<file path="src/rtl/tv_sequencer.sv">
// tv_sequencer: RAM-backed test-vector player that drives a small DUT,
// samples its response after a settle time and counts mismatches.
module tv_sequencer #(
    parameter int IN_W   = 1,
    parameter int OUT_W  = 1,
    parameter int DEPTH  = 256,
    parameter int SETTLE = 1,
    parameter int ADDR_W = $clog2(DEPTH),
    parameter int VEC_W  = 1 + IN_W + OUT_W
) (
    input  logic              clk,
    input  logic              reset,
    input  logic              load_en,
    input  logic [ADDR_W-1:0] load_addr,
    input  logic [VEC_W-1:0]  load_data,
    input  logic              start,
    output logic [IN_W-1:0]   dut_in,
    input  logic [OUT_W-1:0]  dut_out,
    output logic              busy,
    output logic              done,
    output logic              pass,
    output logic [31:0]       errors,
    output logic [ADDR_W:0]   vectornum,
    output logic              err_pulse,
    output logic [ADDR_W-1:0] err_vector
);
    typedef enum logic [2:0] {IDLE, FETCH, APPLY, WAIT, CHECK, DONE} state_t;
    state_t state, state_n;
    logic [VEC_W-1:0] mem [DEPTH];
    logic [VEC_W-1:0] rd;
    logic [ADDR_W-1:0] addr;
    logic [OUT_W-1:0] exp_r;
    logic [31:0] cnt;
    logic go, last, mismatch;

    assign busy = state != IDLE && state != DONE;
    assign done = state == DONE;
    assign pass = done && errors == '0;
    assign go = start && !busy;
    assign last = &addr;
    // case inequality so an X/Z response is scored as a mismatch in simulation
    assign mismatch = dut_out !== exp_r;

    always_ff @(posedge clk) begin
        if (load_en && !busy)
            mem[load_addr] <= load_data;
        rd <= mem[addr];
    end

    always_ff @(posedge clk or posedge reset) begin
        if (reset)
            state <= IDLE;
        else
            state <= state_n;
    end

    always_comb begin
        state_n = state;
        case (state)
            IDLE, DONE: state_n = go ? FETCH : state;
            FETCH:      state_n = APPLY;
            APPLY:      state_n = rd[VEC_W-1] ? WAIT : DONE;
            WAIT:       state_n = cnt == 32'd1 ? CHECK : WAIT;
            CHECK:      state_n = last ? DONE : FETCH;
            default:    state_n = IDLE;
        endcase
    end

    always_ff @(posedge clk or posedge reset) begin
        if (reset) begin
            dut_in     <= '0;
            exp_r      <= '0;
            cnt        <= '0;
            addr       <= '0;
            errors     <= '0;
            vectornum  <= '0;
            err_pulse  <= 1'b0;
            err_vector <= '0;
        end else begin
            err_pulse <= 1'b0;
            if (go) begin
                addr       <= '0;
                errors     <= '0;
                vectornum  <= '0;
                err_vector <= '0;
            end
            if (state == APPLY && rd[VEC_W-1]) begin
                dut_in <= rd[VEC_W-2 -: IN_W];
                exp_r  <= rd[OUT_W-1:0];
                cnt    <= 32'(SETTLE);
            end
            if (state == WAIT)
                cnt <= cnt - 1'b1;
            if (state == CHECK) begin
                vectornum <= vectornum + 1'b1;
                if (!last)
                    addr <= addr + 1'b1;
                if (mismatch) begin
                    err_pulse  <= 1'b1;
                    err_vector <= addr;
                    if (errors != '1)
                        errors <= errors + 1'b1;
                end
            end
        end
    end
endmodule

</file>
<file path="config.mk">
export PLATFORM = sky130hd
export DESIGN_NAME = tv_sequencer
export DESIGN_NICKNAME = d
export VERILOG_FILES = /design/src/rtl/tv_sequencer.sv
export SDC_FILE = /design/constraint.sdc
export NUM_CORES = 1
export LEC_CHECK = 0
export CAP_MARGIN = 20
export CORE_MARGIN = 4
export CORE_UTILIZATION = 56
export DETAILED_ROUTE_END_ITERATION = 10
export PLACE_DENSITY = 0.76
export SETUP_SLACK_MARGIN = 0.4
export SKIP_CTS_REPAIR_TIMING = 1
export SLEW_MARGIN = 20
export SYNTH_ARGS = -nofsm -noshare
export SYNTH_HDL_FRONTEND = slang
export SYNTH_SLANG_ARGS = --single-unit
</file>
<file path="constraint.sdc">
create_clock -name clk -period 3.45 [get_ports clk]
set_clock_uncertainty 0.1 [all_clocks]
set_input_delay 0.69 -clock clk [delete_from_list [all_inputs] [get_ports clk]]
set_output_delay 0.69 -clock clk [all_outputs]
set_load 0.02 [all_outputs]
</file>
==> results of run 1 <==
==> cell families (layout without fill, tap and decap cells) <==
logic type               after synthesis  after routing
AO/OA/AOI/OAI                        257            257
other                                  0              1
AND/OR/NAND/NOR                      605            605
adder cells (fa/ha/maj)                6              6
XOR/XNOR                              14             14
flip-flops                           866            866
buffers and inverters                150            356
multiplexers                         268            268
==> stage by stage <==
stage	cells	utilization, %	power, mW	TNS (ps)	hold WS (ps)
after detailed placement	3059	60.0	18.3	0	371
after floorplan	2166	-	16.4	0	336
final	3219	64.6	27.6	0	388
after global placement	3059	60.0	18.1	0	351
after CTS	3213	64.4	27.5	-40.1	384
after global routing	3218	64.6	28.6	0	414
==> worst register-to-register path, stage by stage (launching register included) <==
cell and delay [ps]:
dfrtp_4 560, buf_12 170, buf_16 170, buf_4 190, mux4_2 510, mux2i_1 260, o2bb2ai_1 100, nand4b_1 360
nor3_2 280, o32ai_1 110
==> per-layer routing <==
metal | routed length [um] | up-vias
met3 | 9600 | 229
met1 | 32400 | 10700
met4 | 3330 | 2
li1 | - | 8890
met5 | 16 | -
met2 | 43200 | 1292
==> final timing paths <==
| check | slack [ps] | end | cells past startpoint | startpoint |
|---|---|---|---|---|
| worst max-delay path | 440 | pass | 6 | errors[0] |
| worst min-delay path | 390 | cnt[30] | 1 | cnt[30] |
| worst max register to register | 500 | rd[0] | 9 | addr[0] |
| worst min register to register | 390 | cnt[30] | 1 | cnt[30] |
| max in group asynchronous | 2060 | state[1] | 3 | reset |
| min in group asynchronous | 410 | addr[1] | 2 | reset |
==> cell type report <==
| cell class | instances | area, sq um |
|---|---|---|
| Antenna cell | 1 | 2.50 |
| Fill cell | 4261 | 22300 |
| Sequential cell | 866 | 25500 |
| Timing Repair Buffer | 186 | 1870 |
| Inverter | 16 | 63.8 |
| Clock buffer | 104 | 2260 |
| Clock inverter | 50 | 536 |
| Tap cell | 846 | 1060 |
| Multi-Input combinational cell | 1150 | 9460 |
==> power groups by stage <==
stage	Combinational [mW]	Sequential, mW	Clock, mW
5_1_grt	6.61	12.2	9.81
2_1_floorplan	4.23	12.2	0
3_5_place_dp	5.92	12.4	0
4_1_cts	5.95	12.2	9.33
6_report	6.22	12.1	9.25
3_3_place_gp	5.78	12.4	0
==> cells in the mapped netlist (all sizes together), types with 25 or more instances <==
cell and number:
a21oi 35, o221ai 25, buf 56, o21ai 60, edfxtp 768, mux4 155, nor2 288, clkbuf 78
nand3 66, nor3 26, mux2i 104, dfrtp 95, nand2 101
==> layout by cell type, fill, tap and decap left out, types with 14 or more instances in the layout <==
cell type / Yosys / layout
edfxtp_1: 768 / 768
nor2_1: 288 / 288
mux4_2: 155 / 155
mux2i_1: 104 / 104
nand2_1: 101 / 100
buf_4: 11 / 93
dfrtp_1: 95 / 91
clkbuf_16: 0 / 87
nand3_1: 66 / 66
clkdlybuf4s50_1: 0 / 64
o21ai_0: 59 / 59
a21oi_1: 35 / 35
nor3_1: 25 / 24
o221ai_1: 25 / 24
a22oi_1: 22 / 22
buf_12: 0 / 19
o31ai_1: 18 / 18
nor4_1: 17 / 17
nand4_1: 17 / 17
clkinv_1: 1 / 16
o211ai_1: 14 / 14
o22ai_1: 14 / 14
clkbuf_1: 77 / 14
==> flip-flops by register name, summed over array words and instances, names as in the netlist <==
register / count
mem: 768
cnt: 32
errors: 32
vectornum: 9
addr: 8
err_vector: 8
rd: 3
state: 3
dut_in: 1
err_pulse: 1
exp_r: 1
==> results by group, run 1 <==
Run status
  • Status: finished, final reports clean

Global routing
  • GRT overflow: 0
  • Met1 Use GR: 35.7%
  • First-pass GRT wire length: 132 mm
  • Largest net degree at the start of global routing: 96
  • Grt met2 use: 41.9%
  • Vias in the first global route: 21200
  • Initial antenna violation count: 1
  • Total track usage: 26.1%
  • M3 GR Usage: 6.00%
  • Most Crowded Layer GR: met2

Synth
  • Main combinational cell family by area after synthesis: multiplexers
  • Adder-Cell Fraction of Synth Area: 0.210%
  • Avg Cell Area, Syn: 16.5 sq um
  • Synth async-reset ratio: 11.0%
  • Simple-Gate Fraction of Synth Area: 7.87%
  • Area leader, netlist: edfxtp_1
  • Synth Warn #: 0
  • EDFF count, synth: 768
  • XOR/XNOR Fraction of Synth Area: 0.344%
  • Sequential-to-total area share from yosys stat: 71.5%
  • Compound-Gate Fraction of Synth Area: 5.01%
  • Cells after synthesis: 2166
  • Register bit count reported by yosys: 866
  • Post-Synthesis Net Count: 2188
  • Synth top area share: 64.7%
  • Distinct cell type count after synthesis: 73
  • Post-synthesis mux area share: 13.0%
  • Post-Syn Area: 0.0357 sq mm
  • Top_reg_cell synth: edfxtp_1
  • Largest cells by area after synthesis: edfxtp_1, mux4_2, dfrtp_1

Detailed routing
  • Iteration-0 DRC Markers: 2920
  • Routed wire length: 88.6 mm
  • Remaining DRCs: 0
  • Vias: 21200
  • Routed vias/inst: 6.57
  • Routed wire per std cell: 27.5 um
  • Pre-antenna DRT Iters: 6
  • Post-route ant nets: 0

Worst setup path
  • CP max FO: 8
  • Crit path buf inv count: 2
  • Critical path required time: 2660 ps
  • Max stage delay on crit path: 450 ps
  • Crit-path cells: inv_1 -> ha_1 -> nor4b_1 -> nand4_1 -> nor3_1 -> dlymetal6s2s_1
  • Element type at the critical path end: output pin
  • WP data arrival: 2220 ps
  • Critical path's top delay family: simple AND/OR/NAND/NOR gates
  • Slowest cell on the critical path: dfrtp_1
  • CP Class: flop to output pin
  • Crit path launch type: flop

Place
  • Placement Setup Slack: 261 ps
  • Area post-placement: 0.0378 sq mm
  • Buffers on Ports: 69
  • Gpl congestion: 0.893
  • Placed wire-length estimate: 56.0 mm

Clock tree
  • # clock sinks: 866
  • CTS tree: yes
  • CTS H-Tree Depth: 3
  • Skew-Pair Late Insertion Delay: 640 ps
  • CTS root buffer: clkbuf_16
  • Clock Tree Buf Depth: 3
  • CTS clk-pin slew, worst paths: 60 ps
  • TritonCTS Buffers: 85

Pwr
  • Clk pwr share: 33.5%
  • P_sw: 7.73 mW
  • Peak VDD IR: 0.467 mV
  • Pwr per Cell Area: 677 mW/mm^2
  • Static Leak: 13.1 nW
  • Switching share of total power: 28.0%
  • Reg power frac: 44.0%
  • Pint: 19.9 mW
  • Logic pwr share: 22.5%

Floorplanning
  • Die width: 260 um
  • DIE HEIGHT: 260 um
  • Initial Util: 56.5%
  • Die ar.: 0.0678 sq mm
  • Row Count: 92
  • Core Region: 0.0631 sq mm
  • IO Count: 70

Timing
  • Slew Limit Fails: 0
  • Worst-Margin Slew: 911 ps
  • Tmin final: 3010 ps
  • RSZ-0062 raised after global routing: true
  • Hold Fails Final Rpt: 0
  • Final worst setup slack: 439 ps
  • Fmax: 0.332 GHz
  • Final setup violation count: 0
  • Crit share post-route: 87.3%
  • Max-slew headroom: 39.3%

Job
  • Max-cap violation count: 0

Finish
  • Final instance area: 0.0408 sq mm
  • Synthesis-to-layout area growth: 14.3%
  • Nets: 2327
  • Layout cells sized above 1: 18.4%

Min path
  • Type of the tightest min-delay check: flop to flop
(Power assumes the default switching activity.)
==> run 2, diff against run 1 <==
--- a/config.mk
+++ b/config.mk
@@ -7,9 +7,9 @@
 export LEC_CHECK = 0
 export CAP_MARGIN = 20
 export CORE_MARGIN = 4
-export CORE_UTILIZATION = 56
+export CORE_UTILIZATION = 62
 export DETAILED_ROUTE_END_ITERATION = 10
-export PLACE_DENSITY = 0.76
+export PLACE_DENSITY = 0.8
 export SETUP_SLACK_MARGIN = 0.4
 export SKIP_CTS_REPAIR_TIMING = 1
 export SLEW_MARGIN = 20
==> constraint.sdc (replaced) <==
create_clock -name clk -period 3.8 [get_ports clk]
set_clock_uncertainty 0.1 [all_clocks]
set_input_delay 0.76 -clock clk [delete_from_list [all_inputs] [get_ports clk]]
set_output_delay 0.76 -clock clk [all_outputs]
set_load 0.02 [all_outputs]
==> run 2 against run 1 <==
  * Critical path depth is 1 higher
  * Total power is 9.5% lower
  * Utilization is 6.6 points higher
  * Hold slack worse by 88 ps
  * Die area is 9.4% lower
  * Flip-flop and latch count stayed put
  * Setup slack better by 71 ps
  * Global-route usage is 3.8 points higher
  * Combinational power is 13% lower
  * Non-clock buffer count is 17 lower
  * Critical endpoint is now rd[0]
==> results by group, run 2 (synthesized netlist as in run 1, its figures left out) <==
Clock tree
  • Skew-Pair Late Insertion Delay: 650 ps (about the same)
  • # clock sinks: 866 (unchanged)
  • CTS clk-pin slew, worst paths: 60 ps (about the same)
  • TritonCTS Buffers: 84 (-1.2%)
  • CTS tree: yes
  • Clock Tree Buf Depth: 3 (unchanged)
  • CTS H-Tree Depth: 3 (unchanged)
  • CTS root buffer: clkbuf_16

Finish
  • Ant. Diodes: 0 (-1)
  • Most common cell after layout, fill and taps aside: edfxtp_1
  • Most frequent cells in the layout: edfxtp_1, nor2_1, mux4_2, mux2i_1, nand2_1
  • Nets: 2309 (-0.77%)
  • Layout Cells excl Fill: 3109 (-3.4%)
  • Synthesis-to-layout area growth: 13.3%
  • Leading registers by flop count: mem: 768 flops, cnt: 32 flops, errors: 32 flops
  • Area of the multi-input gates: 0.00944 sq mm (-0.22%)
  • Final instance area: 0.0404 sq mm (-0.84%)
  • Max reg flops: 768 (unchanged)
  • Filler instances: 3353 (-21%)
  • Register cell area after layout: 0.0255 sq mm (about the same)
  • Largest register by flop count: mem
  • Layout cells sized above 1: 17.6% (-0.87 points)

Floorplanning
  • Core Region: 0.0567 sq mm (-10%)
  • Die ar.: 0.0614 sq mm (-9.4%)
  • DIE HEIGHT: 248 um (-4.8%)
  • Die width: 248 um (-4.8%)
  • Row Count: 87 (-5.4%)
  • IO Count: 70 (unchanged)
  • Initial Util: 62.9% (+6.3 points)

Global routing
  • Vias in the first global route: 21300 (+0.58%)
  • M3 GR Usage: 7.87% (+1.9 points)
  • First-pass GRT wire length: 135 mm (+2.0%)
  • Met1 Use GR: 40.5% (+4.8 points)
  • Initial antenna violation count: 1 (unchanged)
  • Grt met2 use: 47.1% (+5.2 points)
  • GRT overflow: 0 (unchanged)
  • Largest net degree at the start of global routing: 116 (+21%)
  • Most Crowded Layer GR: met2
  • Total track usage: 29.9% (+3.8 points)

Timing
  • Max-slew headroom: 36.7% (-2.6 points)
  • Tmin final: 3290 ps
  • Hold slack: 299 ps (-88.4 ps)
  • Final setup TNS: 0 ps (unchanged)
  • Crit share post-route: 86.6%
  • Hold Fails Final Rpt: 0 (unchanged)
  • RSZ-0062 raised after global routing: false
  • Slew Limit Fails: 0 (unchanged)
  • Final setup violation count: 0 (unchanged)
  • Worst-Margin Slew: 950 ps (+38.6 ps)
  • Fmax: 0.304 GHz

Place
  • Gpl congestion: 0.855 (-4.3%)
  • DP Cell Count: 2956 (-3.4%)
  • Placed wire-length estimate: 56.0 mm (+0.13%)
  • Area post-placement: 0.0376 sq mm (-0.61%)
  • Buffers on Ports: 69 (unchanged)

Worst setup path
  • CP Class: flop to flop
  • CP max FO: 31 (+23)
  • WP data arrival: 3680 ps (+1460 ps)
  • Element type at the critical path end: flop
  • Max stage delay on crit path: 760 ps (+310 ps)
  • Crit-path cells: buf_4 -> mux4_2 -> and2_1 -> o31ai_1 -> o21ai_0 -> a21boi_0 -> o32ai_1
  • Crit path launch type: flop
  • Critical path required time: 4190 ps (+1530 ps)
  • Worst reg2reg setup slack: 510 ps (about the same)
  • Slowest cell on the critical path: dfrtp_4

Detailed routing
  • Iteration-0 DRC Markers: 3051 (+4.5%)
  • Routed vias/inst: 6.85 (+4.2%)
  • Vias: 21300 (+0.67%)
  • Pre-antenna DRT Iters: 6 (unchanged)
  • Remaining DRCs: 0 (unchanged)
  • Routed wire length: 89.9 mm (+1.4%)
  • Routed wire per std cell: 28.9 um (+5.0%)
  • Post-route ant nets: 0 (unchanged)

Pwr
  • Total power: 25.0 mW (-9.5%)
  • Pwr per Cell Area: 618 mW/mm^2 (-8.8%)
  • Peak VDD IR: 0.651 mV (+40%)
  • Static Leak: 13.0 nW (-0.68%)

Min path
  • Type of the tightest min-delay check: primary input to async pin

Run status
  • Status: finished, final reports clean

Job
  • Max-cap violation count: 0 (unchanged)
==> run 2: critical path: cells and delay by family (launching register included) <==
kind                   cells  cell delay, ps
AO/OA/AOI/OAI              4            1360
flip-flops                 1             760
multiplexers               1             370
buffers and inverters      1             330
AND/OR/NAND/NOR            1             200
==> run 2: per-layer routing <==
| metal | part of all wire [%] | wire [um] |
|---|---|---|
| met5 | 0.014 | 13 |
| met4 | 4.6 | 4110 |
| met3 | 12 | 10700 |
| met2 | 48 | 43100 |
| met1 | 36 | 32000 |
==> run 2: final cells by class <==
| type | instances | share of cell area (%) |
|---|---|---|
| inverters | 16 | 0.155 |
| clock inverters | 49 | 1.37 |
| repair buffers | 169 | 4.11 |
| well taps | 756 | 2.34 |
| multi-input cells | 1150 | 23.4 |
| clock buffers | 103 | 5.56 |
| flip-flops and latches | 866 | 63.1 |
==> run 2: power breakdown <==
group          switching [mW]  internal (mW)
Clock                    3.53           4.97
Combinational            2.93           2.47
Sequential              0.449           10.6
Total                    6.92           18.1
==> run 2: final timing paths <==
check	to	startpoint	depth (start not counted)
min in group clk	cnt[27]	cnt[27]	1
worst max-delay path	rd[0]	addr[1]	7
worst min register to register	cnt[27]	cnt[27]	1
worst max register to register	rd[0]	addr[1]	7
worst min-delay path	cnt[7]	reset	2
max in group asynchronous	errors[30]	reset	3
==> run 2: through the flow <==
| stage | worst slack [ps] | utilization, % |
|---|---|---|
| floorplan | 463 | - |
| global route | 421 | 71.3 |
| finish | 510 | 71.3 |
| CTS | 121 | 71.2 |
| global placement | 406 | 66.3 |
| detailed placement | 387 | 66.3 |
==> run 3, diff against run 2 <==
==> constraint.sdc (replaced) <==
create_clock -name clk -period 3.8 [get_ports clk]
set_clock_uncertainty 0.1 [all_clocks]
set_input_delay 0.76 -clock clk [delete_from_list [all_inputs] [get_ports clk]]
set_output_delay 0.76 -clock clk [all_outputs]
set_load 0.1 [all_outputs]
==> run 3 against run 2 <==
  * Critical path depth up 1
  * Final area down 0.69%
  * Non-clock buffer count down 1
  * Via count up 0.46%
  * Register-to-register slack worse by 40 ps
  * Critical path type unchanged
  * Sequential power about the same
  * Global-route usage about the same
  * Critical endpoint is now rd[1]
  * Flip-flop and latch count unchanged
  * Combinational power up 8.3%
  * Largest power group unchanged
  * Maximum frequency down 1.3%
  * Clock-buffer cell count up 2
  * Hold slack better by 69 ps
==> results by group, run 3 (synthesized netlist as in run 1, its figures left out) <==
Finish
  • Nets: 2307 (-0.087%)
  • Synthesis-to-layout area growth: 12.5%
  • Max reg flops: 768 (unchanged)
  • Register cell area after layout: 0.0255 sq mm (unchanged)
  • Largest register by flop count: mem
  • Area of the multi-input gates: 0.00945 sq mm (+0.13%)
  • Post-layout util: 70.8% (-0.49 points)
  • Ant. Diodes: 0 (unchanged)
  • Most frequent cells in the layout: edfxtp_1, nor2_1, mux4_2, mux2i_1, nand2_1
  • Leading registers by flop count: mem: 768 flops, cnt: 32 flops, errors: 32 flops
  • Most common cell after layout, fill and taps aside: edfxtp_1
  • Filler instances: 3383 (+0.89%)
  • Layout cells sized above 1: 17.2% (-0.33 points)

Detailed routing
  • M1 WL: 31.8 mm (-0.61%)
  • Pre-antenna DRT Iters: 6 (unchanged)
  • Highest routed layer: met5
  • Metal3 WL: 10.2 mm (-4.5%)
  • Routed wire length: 90.3 mm (+0.42%)
  • Routed vias/inst: 6.90 (+0.69%)
  • Met2 wire length: 44.0 mm (+2.1%)
  • Remaining DRCs: 0 (unchanged)
  • Routed wire per std cell: 29.1 um (+0.64%)
  • Post-route ant nets: 0 (unchanged)
  • Vias: 21400 (+0.46%)
  • Iteration-0 DRC Markers: 2896 (-5.1%)

Pwr
  • Logic pwr share: 23.5% (+1.9 points)
  • Static Leak: 12.9 nW (-1.0%)
  • Clk pwr share: 32.0% (-2.0 points)
  • Switching share of total power: 29.4% (+1.7 points)
  • Reg power frac: 44.5% (+0.2 points)
  • Pint: 17.6 mW (-2.4%)
  • Peak VDD IR: 0.472 mV (-27%)
  • P_sw: 7.34 mW (+6.1%)
  • Total power: 25.0 mW (about the same)
  • Pwr per Cell Area: 622 mW/mm^2 (+0.63%)

Timing
  • Final worst setup slack: 467 ps (-42.7 ps)
  • Final setup violation count: 0 (unchanged)
  • Hold slack: 369 ps (+69.3 ps)
  • Crit share post-route: 87.7% (+1.1 points)
  • Final setup TNS: 0 ps (unchanged)
  • Fmax: 0.300 GHz (-1.3%)
  • Tmin final: 3330 ps (+42.7 ps)
  • Hold Fails Final Rpt: 0 (unchanged)
  • RSZ-0062 raised after global routing: true
  • Slew Limit Fails: 0 (unchanged)
  • Max-slew headroom: 25.2% (-12 points)
  • Worst-Margin Slew: 1120 ps (+173 ps)

Clock tree
  • CTS root buffer: clkbuf_16
  • # clock sinks: 866 (unchanged)
  • Skew-Pair Late Insertion Delay: 630 ps (-20 ps)
  • CTS tree: yes
  • TritonCTS Buffers: 83 (-1.2%)
  • Clock Tree Buf Depth: 3 (unchanged)
  • CTS H-Tree Depth: 3 (unchanged)
  • CTS clk-pin slew, worst paths: 60 ps (about the same)

Worst setup path
  • Max stage delay on crit path: 640 ps (-120 ps)
  • Crit-path cells: buf_12 -> buf_12 -> mux4_2 -> a22o_1 -> o21ai_0 -> nand4_1 -> a211oi_1 -> o32ai_1
  • Critical path's top delay family: compound AO/OA/AOI/OAI gates
  • CP max FO: 25 (-19%)
  • Element type at the critical path end: flop
  • Crit path launch type: flop
  • Cell mode on critical path: buf_12
  • CP Class: flop to flop
  • WP data arrival: 3710 ps (+30 ps)
  • Crit path buf inv count: 2 (+1)
  • Slowest cell on the critical path: dfrtp_4
  • Critical path required time: 4180 ps (about the same)

Floorplanning
  • Die ar.: 0.0614 sq mm (unchanged)
  • IO Count: 70 (unchanged)
  • DIE HEIGHT: 248 um (unchanged)
  • Initial Util: 62.9% (unchanged)
  • Die width: 248 um (unchanged)
  • Row Count: 87 (unchanged)
  • Core Region: 0.0567 sq mm (unchanged)

Place
  • Buffers on Ports: 69 (unchanged)
  • Placed wire-length estimate: 56.2 mm (+0.30%)
  • Placement Setup Slack: 461 ps (+74.3 ps)
  • Gpl congestion: 0.893 (+4.5%)

Global routing
  • First-pass GRT wire length: 136 mm (+0.48%)
  • Vias in the first global route: 21300 (-0.075%)
  • Largest net degree at the start of global routing: 114 (-1.7%)
  • Initial antenna violation count: 2 (+1)
  • GRT overflow: 0 (unchanged)
  • Total track usage: 29.9% (about the same)

Run status
  • Status: finished, final reports clean

Job
  • Max-cap violation count: 0 (unchanged)

Min path
  • Type of the tightest min-delay check: flop to flop
## run 3: cell count changes in the layout (fill, tap and decap cells not counted), sizes merged
cell and delta:
clkbuf +2, bufinv -4, clkinvlp -4, dlymetal6s2s -1, buf +4, clkdlybuf4s50 -4
clkinv +2, inv -2
## run 3: worst paths after layout
path	startpoint	slack, ps	end	depth (start not counted)
worst min-delay path	cnt[27]	370	cnt[27]	1
worst max register to register	addr[0]	470	rd[1]	8
worst max-delay path	addr[0]	470	rd[1]	8
worst min register to register	cnt[27]	370	cnt[27]	1
min in group asynchronous	reset	620	vectornum[3]	2
max in group asynchronous	reset	2240	errors[1]	3
## run 3: routing by layer
layer	vias up	GRT usage, %
met4	2	11.6
met1	10700	40.4
met5	-	0
met3	308	6.75
li1	8827	-
met2	1511	48.4
## run 3: area by class of cell
type,count,area share (%)
sequential,866,63.5
multi-input combinational,1150,23.6
clock buffer,105,5.46
timing repair buffer,168,3.97
tap,756,2.36
clock inverter,41,0.954
inverter,16,0.156
## run 3: power by group through the flow
| stage | logic, mW | registers, mW | clock network, mW |
|---|---|---|---|
| detailed placement | 5.71 | 11.3 | 0 |
| CTS | 5.79 | 11.1 | 8.05 |
| finish | 5.86 | 11.1 | 7.98 |
| floorplan | 3.95 | 11.4 | 0 |
| global route | 6.18 | 11.2 | 8.47 |
| global placement | 5.58 | 11.3 | 0 |
## run 3: stage by stage
stage / cells / area, sq um
finish: 3102 / 40100
global placement: 2955 / 37500
detailed placement: 2955 / 37500
global route: 3102 / 40100
floorplan: 2166 / 35700
CTS: 3101 / 40100
## run 3: worst register-to-register path, delay by kind of cell, from the launching register on
family | cells | cell delay [ps]
AOI/OAI and AO/OA | 4 | 1070
DFF | 1 | 640
muxes | 1 | 570
buffers and inverters | 2 | 500
and+or+nand+nor | 1 | 300
